## config.mk

```make
export PLATFORM = sky130hd
export DESIGN_NAME = ppl_exit_flat
export DESIGN_NICKNAME = d
export VERILOG_FILES = /design/src/rtl/ppl_pkg.sv /design/src/rtl/ppl_exit_if.sv /design/src/rtl/pix_fifo.sv /design/src/rtl/ppl_exit.sv /design/src/flat_wrapper.sv
export SDC_FILE = /design/constraint.sdc
export NUM_CORES = 1
export LEC_CHECK = 0
export ABC_AREA = 1
export BUFFER_PORTS_ARGS = -buffer_cell sky130_fd_sc_hd__buf_2
export CAP_MARGIN = 15
export CORE_UTILIZATION = 31
export DETAILED_ROUTE_END_ITERATION = 16
export SYNTH_ARGS = -nofsm -noshare
export SYNTH_HDL_FRONTEND = slang
export SYNTH_HIERARCHICAL = 1
export SYNTH_SLANG_ARGS = --single-unit
```

## constraint.sdc

```tcl
create_clock -name clk -period 9.2 [get_ports clk]
set_input_delay 0 -clock clk [delete_from_list [all_inputs] [get_ports clk]]
set_output_delay 0 -clock clk [all_outputs]
set_load 0.005 [all_outputs]
```

## src/rtl/ppl_pkg.sv

```systemverilog
// Shared constants and shading helper for the ray-march exit stage.
package ppl_pkg;

  // Colour of a ray that ran out of steps without hitting anything.
  localparam logic [15:0] SKY_RGB565 = 16'h867D;

  // Block-id palette (RGB565 base colours).
  localparam logic [3:0]  BLK_GRASS   = 4'd1;
  localparam logic [3:0]  BLK_DIRT    = 4'd2;
  localparam logic [3:0]  BLK_STONE   = 4'd3;
  localparam logic [15:0] PAL_GRASS   = 16'h07E0;
  localparam logic [15:0] PAL_DIRT    = 16'h8A22;
  localparam logic [15:0] PAL_STONE   = 16'h8410;
  localparam logic [15:0] PAL_DEFAULT = 16'hFFFF;

  // Axis of the voxel face crossed by the ray; code 3 is shaded like X.
  typedef enum logic [1:0] {
    FACE_X     = 2'd0,
    FACE_Y     = 2'd1,
    FACE_Z     = 2'd2,
    FACE_X_ALT = 2'd3
  } face_e;

  localparam int MAX_STEPS_DEF = 15;

  // Scale each RGB565 channel by k/16 (k in 0..16), truncating.
  // 10-bit products are enough: 63 * 16 = 1008.
  function automatic logic [15:0] rgb565_scale(input logic [15:0] color,
                                               input logic [4:0]  k);
    logic [9:0] r_s;
    logic [9:0] g_s;
    logic [9:0] b_s;
    r_s = ({5'd0, color[15:11]} * {5'd0, k}) >> 4;
    g_s = ({4'd0, color[10:5]}  * {5'd0, k}) >> 4;
    b_s = ({5'd0, color[4:0]}   * {5'd0, k}) >> 4;
    return {5'(r_s), 6'(g_s), 5'(b_s)};
  endfunction

endpackage

```

## src/rtl/ppl_exit_if.sv

```systemverilog
// Framebuffer write port of the exit stage.
// Handshake: a beat transfers on a rising clk edge where pix_wr_valid and
// pix_wr_ready are both high; once valid is raised, addr/data hold steady
// and valid stays high until that transfer happens; ready may toggle freely.
interface ppl_exit_if;
  logic        pix_wr_valid;
  logic        pix_wr_ready;
  logic [19:0] pix_wr_addr;
  logic [15:0] pix_wr_data;

  modport master (output pix_wr_valid, output pix_wr_addr, output pix_wr_data,
                  input  pix_wr_ready);
  modport slave  (input  pix_wr_valid, input  pix_wr_addr, input  pix_wr_data,
                  output pix_wr_ready);
endinterface

```

## src/rtl/pix_fifo.sv

```systemverilog
// Synchronous FIFO for retired pixels {addr, rgb565}; registered storage, no
// same-cycle bypass from push to the head.
module pix_fifo #(
  parameter int DEPTH = 4,
  parameter int W     = 36
) (
  input  logic                   clk,
  input  logic                   rst,
  input  logic                   i_push,
  input  logic [W-1:0]           i_wdata,
  input  logic                   i_pop,
  output logic [W-1:0]           o_rdata,
  output logic [$clog2(DEPTH):0] o_count,
  output logic                   o_full,
  output logic                   o_empty
);
  localparam int AW = $clog2(DEPTH);

  logic [W-1:0]  r_mem [DEPTH];
  logic [AW-1:0] r_wr_ptr;
  logic [AW-1:0] r_rd_ptr;
  logic [AW:0]   r_count;
  logic          w_do_push;
  logic          w_do_pop;

  assign o_full    = (r_count == (AW+1)'(DEPTH));
  assign o_empty   = (r_count == '0);
  assign o_count   = r_count;
  assign w_do_push = i_push & ~o_full;
  assign w_do_pop  = i_pop & ~o_empty;
  // Head reads as zero while empty so the write port idles at 0.
  assign o_rdata   = o_empty ? '0 : r_mem[r_rd_ptr];

  // Storage write; contents are only observable through the gated head.
  always_ff @(posedge clk) begin
    if (w_do_push) r_mem[r_wr_ptr] <= i_wdata;
  end

  // Pointer and occupancy bookkeeping.
  always_ff @(posedge clk) begin
    if (rst) begin
      r_wr_ptr <= '0;
      r_rd_ptr <= '0;
      r_count  <= '0;
    end else begin
      if (w_do_push) r_wr_ptr <= r_wr_ptr + 1'b1;
      if (w_do_pop)  r_rd_ptr <= r_rd_ptr + 1'b1;
      case ({w_do_push, w_do_pop})
        2'b10:   r_count <= r_count + 1'b1;
        2'b01:   r_count <= r_count - 1'b1;
        default: r_count <= r_count;
      endcase
    end
  end
endmodule

```

## src/rtl/ppl_exit.sv

```systemverilog
// Exit stage of the voxel ray-march pipeline: retires rays, shades them to
// RGB565, buffers them for the framebuffer and counts frame completion.
module ppl_exit
  import ppl_pkg::*;
#(
  parameter int H_DISP     = 1280,
  parameter int V_DISP     = 720,
  parameter int MAX_STEPS  = MAX_STEPS_DEF,
  parameter int FIFO_DEPTH = 4
) (
  input  logic                        clk,
  input  logic                        rst,
  input  logic                        in_valid,
  input  logic                        hit,
  input  logic [3:0]                  block_id,
  input  logic [1:0]                  hit_face,
  input  logic [3:0]                  block_cnt_out,
  input  logic [19:0]                 pixel_addr_out,
  output logic                        next_en,
  output logic                        ppl_hold,
  output logic                        frame_done,
  output logic [19:0]                 dbg_frame_cnt,
  output logic [$clog2(FIFO_DEPTH):0] dbg_fifo_count,
  ppl_exit_if.master                  pix_wr
);
  localparam logic [19:0] FRAME_LAST  = 20'(H_DISP * V_DISP - 1);
  localparam logic [4:0]  MAX_STEPS_V = 5'(MAX_STEPS);

  logic        w_retire;
  logic        w_full;
  logic        w_empty;
  logic        w_push;
  logic        w_accept;
  logic [15:0] w_base;
  logic [4:0]  w_k_lin;
  logic [6:0]  w_k_x3;
  logic [4:0]  w_k;
  logic [15:0] w_colour;
  logic [35:0] w_head;
  logic [19:0] r_frame_cnt;
  logic        r_frame_done;

  // Retire on a hit or when the step budget is used up.
  assign w_retire = in_valid & (hit | ({1'b0, block_cnt_out} >= MAX_STEPS_V));
  assign ppl_hold = ~rst & w_retire & w_full;
  assign next_en  = ~rst & ~ppl_hold & (~in_valid | w_retire);
  assign w_push   = ~rst & w_retire & ~w_full;
  assign w_accept = ~w_empty & pix_wr.pix_wr_ready;

  // Palette lookup for the hit block type.
  always_comb begin
    w_base = PAL_DEFAULT;
    case (block_id)
      BLK_GRASS: w_base = PAL_GRASS;
      BLK_DIRT:  w_base = PAL_DIRT;
      BLK_STONE: w_base = PAL_STONE;
      default:   w_base = PAL_DEFAULT;
    endcase
  end

  // Distance shading: darker with more steps, Z faces a further 3/4.
  assign w_k_lin  = 5'd16 - {1'b0, block_cnt_out};
  assign w_k_x3   = {2'b00, w_k_lin} * 7'd3;
  assign w_k      = (hit_face == FACE_Z) ? 5'(w_k_x3 >> 2) : w_k_lin;
  assign w_colour = hit ? rgb565_scale(w_base, w_k) : SKY_RGB565;

  pix_fifo #(.DEPTH(FIFO_DEPTH), .W(36)) u_fifo (
    .clk     (clk),
    .rst     (rst),
    .i_push  (w_push),
    .i_wdata ({pixel_addr_out, w_colour}),
    .i_pop   (w_accept),
    .o_rdata (w_head),
    .o_count (dbg_fifo_count),
    .o_full  (w_full),
    .o_empty (w_empty)
  );

  assign pix_wr.pix_wr_valid = ~w_empty;
  assign pix_wr.pix_wr_addr  = w_head[35:16];
  assign pix_wr.pix_wr_data  = w_head[15:0];

  // Count accepted writes; pulse frame_done after the last pixel of a frame.
  always_ff @(posedge clk) begin
    if (rst) begin
      r_frame_cnt  <= '0;
      r_frame_done <= 1'b0;
    end else begin
      r_frame_done <= 1'b0;
      if (w_accept) begin
        if (r_frame_cnt == FRAME_LAST) begin
          r_frame_cnt  <= '0;
          r_frame_done <= 1'b1;
        end else begin
          r_frame_cnt <= r_frame_cnt + 20'd1;
        end
      end
    end
  end

  assign frame_done    = r_frame_done;
  assign dbg_frame_cnt = r_frame_cnt;
endmodule
```

## src/flat_wrapper.sv

```systemverilog
// flat-port wrapper written by rule: the top's interface ports become plain ports
module ppl_exit_flat import ppl_pkg::*;
#(
  parameter int H_DISP     = 1280,
  parameter int V_DISP     = 720,
  parameter int MAX_STEPS  = MAX_STEPS_DEF,
  parameter int FIFO_DEPTH = 4
)
  (clk, rst, in_valid, hit, block_id, hit_face, block_cnt_out, pixel_addr_out, next_en, ppl_hold, frame_done, dbg_frame_cnt, dbg_fifo_count, pix_wr_pix_wr_valid, pix_wr_pix_wr_addr, pix_wr_pix_wr_data, pix_wr_pix_wr_ready);
  ppl_exit_if pix_wr_i ();
  input  logic clk;
  input  logic rst;
  input  logic in_valid;
  input  logic hit;
  input  logic [3:0] block_id;
  input  logic [1:0] hit_face;
  input  logic [3:0] block_cnt_out;
  input  logic [19:0] pixel_addr_out;
  output logic next_en;
  output logic ppl_hold;
  output logic frame_done;
  output logic [19:0] dbg_frame_cnt;
  output logic [$clog2(FIFO_DEPTH):0] dbg_fifo_count;
  output wire logic [$bits(pix_wr_i.pix_wr_valid)-1:0] pix_wr_pix_wr_valid;
  output wire logic [$bits(pix_wr_i.pix_wr_addr)-1:0] pix_wr_pix_wr_addr;
  output wire logic [$bits(pix_wr_i.pix_wr_data)-1:0] pix_wr_pix_wr_data;
  input wire logic [$bits(pix_wr_i.pix_wr_ready)-1:0] pix_wr_pix_wr_ready;
  assign pix_wr_pix_wr_valid = pix_wr_i.pix_wr_valid;
  assign pix_wr_pix_wr_addr = pix_wr_i.pix_wr_addr;
  assign pix_wr_pix_wr_data = pix_wr_i.pix_wr_data;
  assign pix_wr_i.pix_wr_ready = pix_wr_pix_wr_ready;
  ppl_exit #(.H_DISP(H_DISP), .V_DISP(V_DISP), .MAX_STEPS(MAX_STEPS), .FIFO_DEPTH(FIFO_DEPTH)) u_core (.clk(clk), .rst(rst), .in_valid(in_valid), .hit(hit), .block_id(block_id), .hit_face(hit_face), .block_cnt_out(block_cnt_out), .pixel_addr_out(pixel_addr_out), .next_en(next_en), .ppl_hold(ppl_hold), .frame_done(frame_done), .dbg_frame_cnt(dbg_frame_cnt), .dbg_fifo_count(dbg_fifo_count), .pix_wr(pix_wr_i));
endmodule
```

==> results.sh <==
export IMPL_status="finished with violations"
export IMPL_violations="DRC"
export IMPL_synth_edff_count=144
export IMPL_antenna_cells=0
export IMPL_fillers=3086
export IMPL_worstMarginPinSlew_ps=871.2
export IMPL_r2r_cells=12
export IMPL_power_per_cell_area_mw_per_mm2=218.5
export IMPL_route_detailed_drc=6
export IMPL_clockRootBuffer="clkbuf_16"
export IMPL_grt_use_total=0.1417
export IMPL_finalPower_uw=2511
export IMPL_gr_total_overflow=0
export IMPL_seqCellArea_mm2=0.004926
export IMPL_reg2reg_from="u_core/u_fifo/o_count[1]$_SDFFE_PP0P_"
export IMPL_vias_per_cell=4.598
export IMPL_rrSetupSlack_ps=6260
export IMPL_initial_core_util=0.3176
export IMPL_path_class="input pin to flop"
export IMPL_worst_ep_required_time_ps=9440
export IMPL_ys_ff_latch=174
export IMPL_skew_ps=6.706
export IMPL_htree_levels=4
export IMPL_cts_buffers=17
export IMPL_start_kind="input pin"
export IMPL_ir_worst_vdd_mv=0.09201
export IMPL_avgSynthCellArea_um2=9.332
export IMPL_port_buffers=97
export IMPL_area_delta_synth_final_pct=17.04
export IMPL_core_area_mm2=0.03091
export IMPL_rows=64
export IMPL_p_leak_uw=0.004891
export IMPL_fin_util=0.3717
export IMPL_grt_max_degree=74
export IMPL_synth_area_leader_cell="edfxtp_1"
export IMPL_period_needed_ps=4875
export IMPL_setup_viol=0
export IMPL_min_path_type="input pin to flop"
export IMPL_setup_tns_final_ps=0
export IMPL_hpwl_um=14350
export IMPL_die_w_um=180.0
export IMPL_worst_ep_arrival_time_ps=5110
export IMPL_wl_per_cell_um=14.00
export IMPL_placed_cells=1523
export IMPL_crit_top_cell="nand2_1"
export IMPL_drtAntennaViolNets=0
export IMPL_clkSinkCount=174
export IMPL_cts_resized=0
export IMPL_r2r_end="u_core/u_fifo/o_count[1]$_SDFFE_PP0P_"
export IMPL_rsz0062_at_grt="no"
export IMPL_crit_path_top_delay_cell="fa_1"
export IMPL_cts_tree="built"
export IMPL_die_area_mm2=0.03238
export IMPL_fin_area_mm2=0.01149
export IMPL_ys_types=40
export IMPL_synth_area_mm2=0.009817
export IMPL_fmax_mhz=205.1
export IMPL_pin_count=98
export IMPL_syn_instance_count=1052
export IMPL_met3_usage=0.02107
export IMPL_crit_fanout=7
export IMPL_first_iter_violations=423
export IMPL_antenna_found_initial=0
export IMPL_grt_pass1_wl_um=36510
export IMPL_place_congestion=0.8647
export IMPL_insertion_delay_ps=430
export IMPL_finalMaxSlewViolations=0
export IMPL_synthTopCellsByCount="nor2_1, edfxtp_1, inv_1"
export IMPL_whs_path_depth=5
export IMPL_slew_headroom=0.4183
export IMPL_grt_busiest_layer="met2"
export IMPL_grt_pass1_vias=7094
export IMPL_min_period_over_period=0.5299
export IMPL_final_instance_count_excl_fill=1577
export IMPL_gr_usage_met1=0.1838
export IMPL_max_cap_violations=0
export IMPL_dr_pass1_iters=13
export IMPL_hold_viol=0
export IMPL_yosys_most_used_dff="edfxtp_1"
export IMPL_placed_area_mm2=0.01069
export IMPL_synth_fp_nets=1171
export IMPL_slowest_delay_ps=580
export IMPL_clk_pin_slew_ps=60
export IMPL_multiInputGateArea_mm2=0.004192
export IMPL_yosysSeqAreaShare=0.5017
export IMPL_yosysWarnings=6
export IMPL_hp_start="in_valid"
export IMPL_routed_wirelength_um=22080
export IMPL_die_h_um=180.0
export IMPL_synth_top_area_frac=0.4405
export IMPL_end_kind="flop"
export IMPL_async_reset_ff_frac=0
export IMPL_via_count=7251
export IMPL_synth_area_leaders="edfxtp_1, nor2_1, ha_1"
export IMPL_yosysMostFrequentCell="nor2_1"
export IMPL_drive_above_1_share=0.1524
export IMPL_grt_util_met2=0.2423
export IMPL_cts_buffer_depth=2
export IMPL_holdPathEnd="u_core/u_fifo/r_wr_ptr[0]$_SDFFE_PP0P_"
export IMPL_fin_nets=1287
==> worst max-delay path, delay by kind of cell <==
family,cells,cell delay (ps)
AO/OA/AOI/OAI,3,300
buffers and inverters,6,600
XOR/XNOR,2,400
adder cells (fa/ha/maj),6,2670
AND/OR/NAND/NOR,10,1150
==> how the worst max path moves through the flow <==
| stage | endpoint | startpoint | depth (start not counted) |
|---|---|---|---|
| after floorplan | u_core/u_fifo/r_mem[0][14]$_DFFE_PP_ | block_cnt_out[0] | 26 |
| after global placement | u_core/u_fifo/r_mem[1][14]$_DFFE_PP_ | block_cnt_out[0] | 27 |
| after detailed placement | u_core/u_fifo/r_mem[2][10]$_DFFE_PP_ | block_cnt_out[0] | 26 |
| after CTS | u_core/u_fifo/r_mem[2][14]$_DFFE_PP_ | block_cnt_out[0] | 27 |
| after global routing | u_core/u_fifo/r_mem[0][14]$_DFFE_PP_ | block_cnt_out[0] | 27 |
| final | u_core/u_fifo/r_mem[2][14]$_DFFE_PP_ | block_cnt_out[0] | 27 |
==> final cells by class <==
class,count,share of cell area
inverter,143,0.04715
tap,396,0.04312
clock inverter,14,0.01350
sequential,174,0.4287
timing repair buffer,125,0.06534
clock buffer,18,0.03735
multi-input combinational,707,0.3648
==> layout by cell type, fill, tap and decap left out, drive strengths merged <==
| cell type | n |
|---|---|
| nor4 | 3 |
| clkinvlp | 2 |
| buf | 103 |
| nand4 | 5 |
| fa | 25 |
| nand3 | 47 |
| clkbuf | 18 |
| inv | 149 |
| nand2 | 153 |
| nor3 | 11 |
| xor2 | 10 |
| edfxtp | 144 |
| dlygate4sd3 | 22 |
| o21a | 2 |
| clkinv | 4 |
| o21ai | 79 |
| a21o | 3 |
| nand3b | 2 |
| a221oi | 2 |
| or2 | 2 |
| o31ai | 2 |
| bufinv | 2 |
| nor3b | 2 |
| xnor2 | 7 |
| ha | 59 |
| dfxtp | 30 |
| nor2 | 225 |
| a21oi | 63 |
| a211oi | 5 |
==> kinds of logic (layout without fill, tap and decap cells) <==
kind of cell | Yosys count | in the layout | share of synthesized area
xor+xnor | 17 | 17 | 0.01517
compound gates | 156 | 156 | 0.08450
fa+ha+maj | 84 | 84 | 0.1262
flops | 174 | 174 | 0.5017
buf+inv | 171 | 300 | 0.07443
simple gates | 450 | 450 | 0.1981
==> metrics by stage <==
stage	setup WS [ps]	hold slack [ps]
after floorplan	4550	55.45
after global placement	4104	215.9
after detailed placement	3919	215.8
after CTS	4363	23.20
after global routing	3927	69.16
final	4325	50.27
==> sequential cells by signal, summed over array words and instances (netlist names), named ones only <==
register                flops
u_core/u_fifo/r_wr_ptr      2
u_core/frame_done           1
u_core/u_fifo/r_rd_ptr      2
u_core/u_fifo/o_count       3
u_core/dbg_frame_cnt       20
u_core/u_fifo/r_mem       144
==> layer usage <==
| layer | wire, µm | vias to the layer above | part of all wire |
|---|---|---|---|
| met5 | 0 | - | 0 |
| met4 | 281 | 0 | 0.013 |
| met3 | 690 | 16 | 0.031 |
| met2 | 10610 | 115 | 0.48 |
| met1 | 10500 | 3435 | 0.48 |
| li1 | - | 3685 | - |
==> report_power, final <==
part	internal [µW]	total [µW]	switching (µW)
combinational	312	854	542
sequential	938	944	5.85
clock	405	713	308
==> what timing repair did <==
item | 4_1_cts | 5_1_grt
endpoints found under the hold margin | 91 | 0
hold buffers | 22 | 0
setup buffers | 0 | 0
No activity file was read; power rests on OpenSTA's default activity.
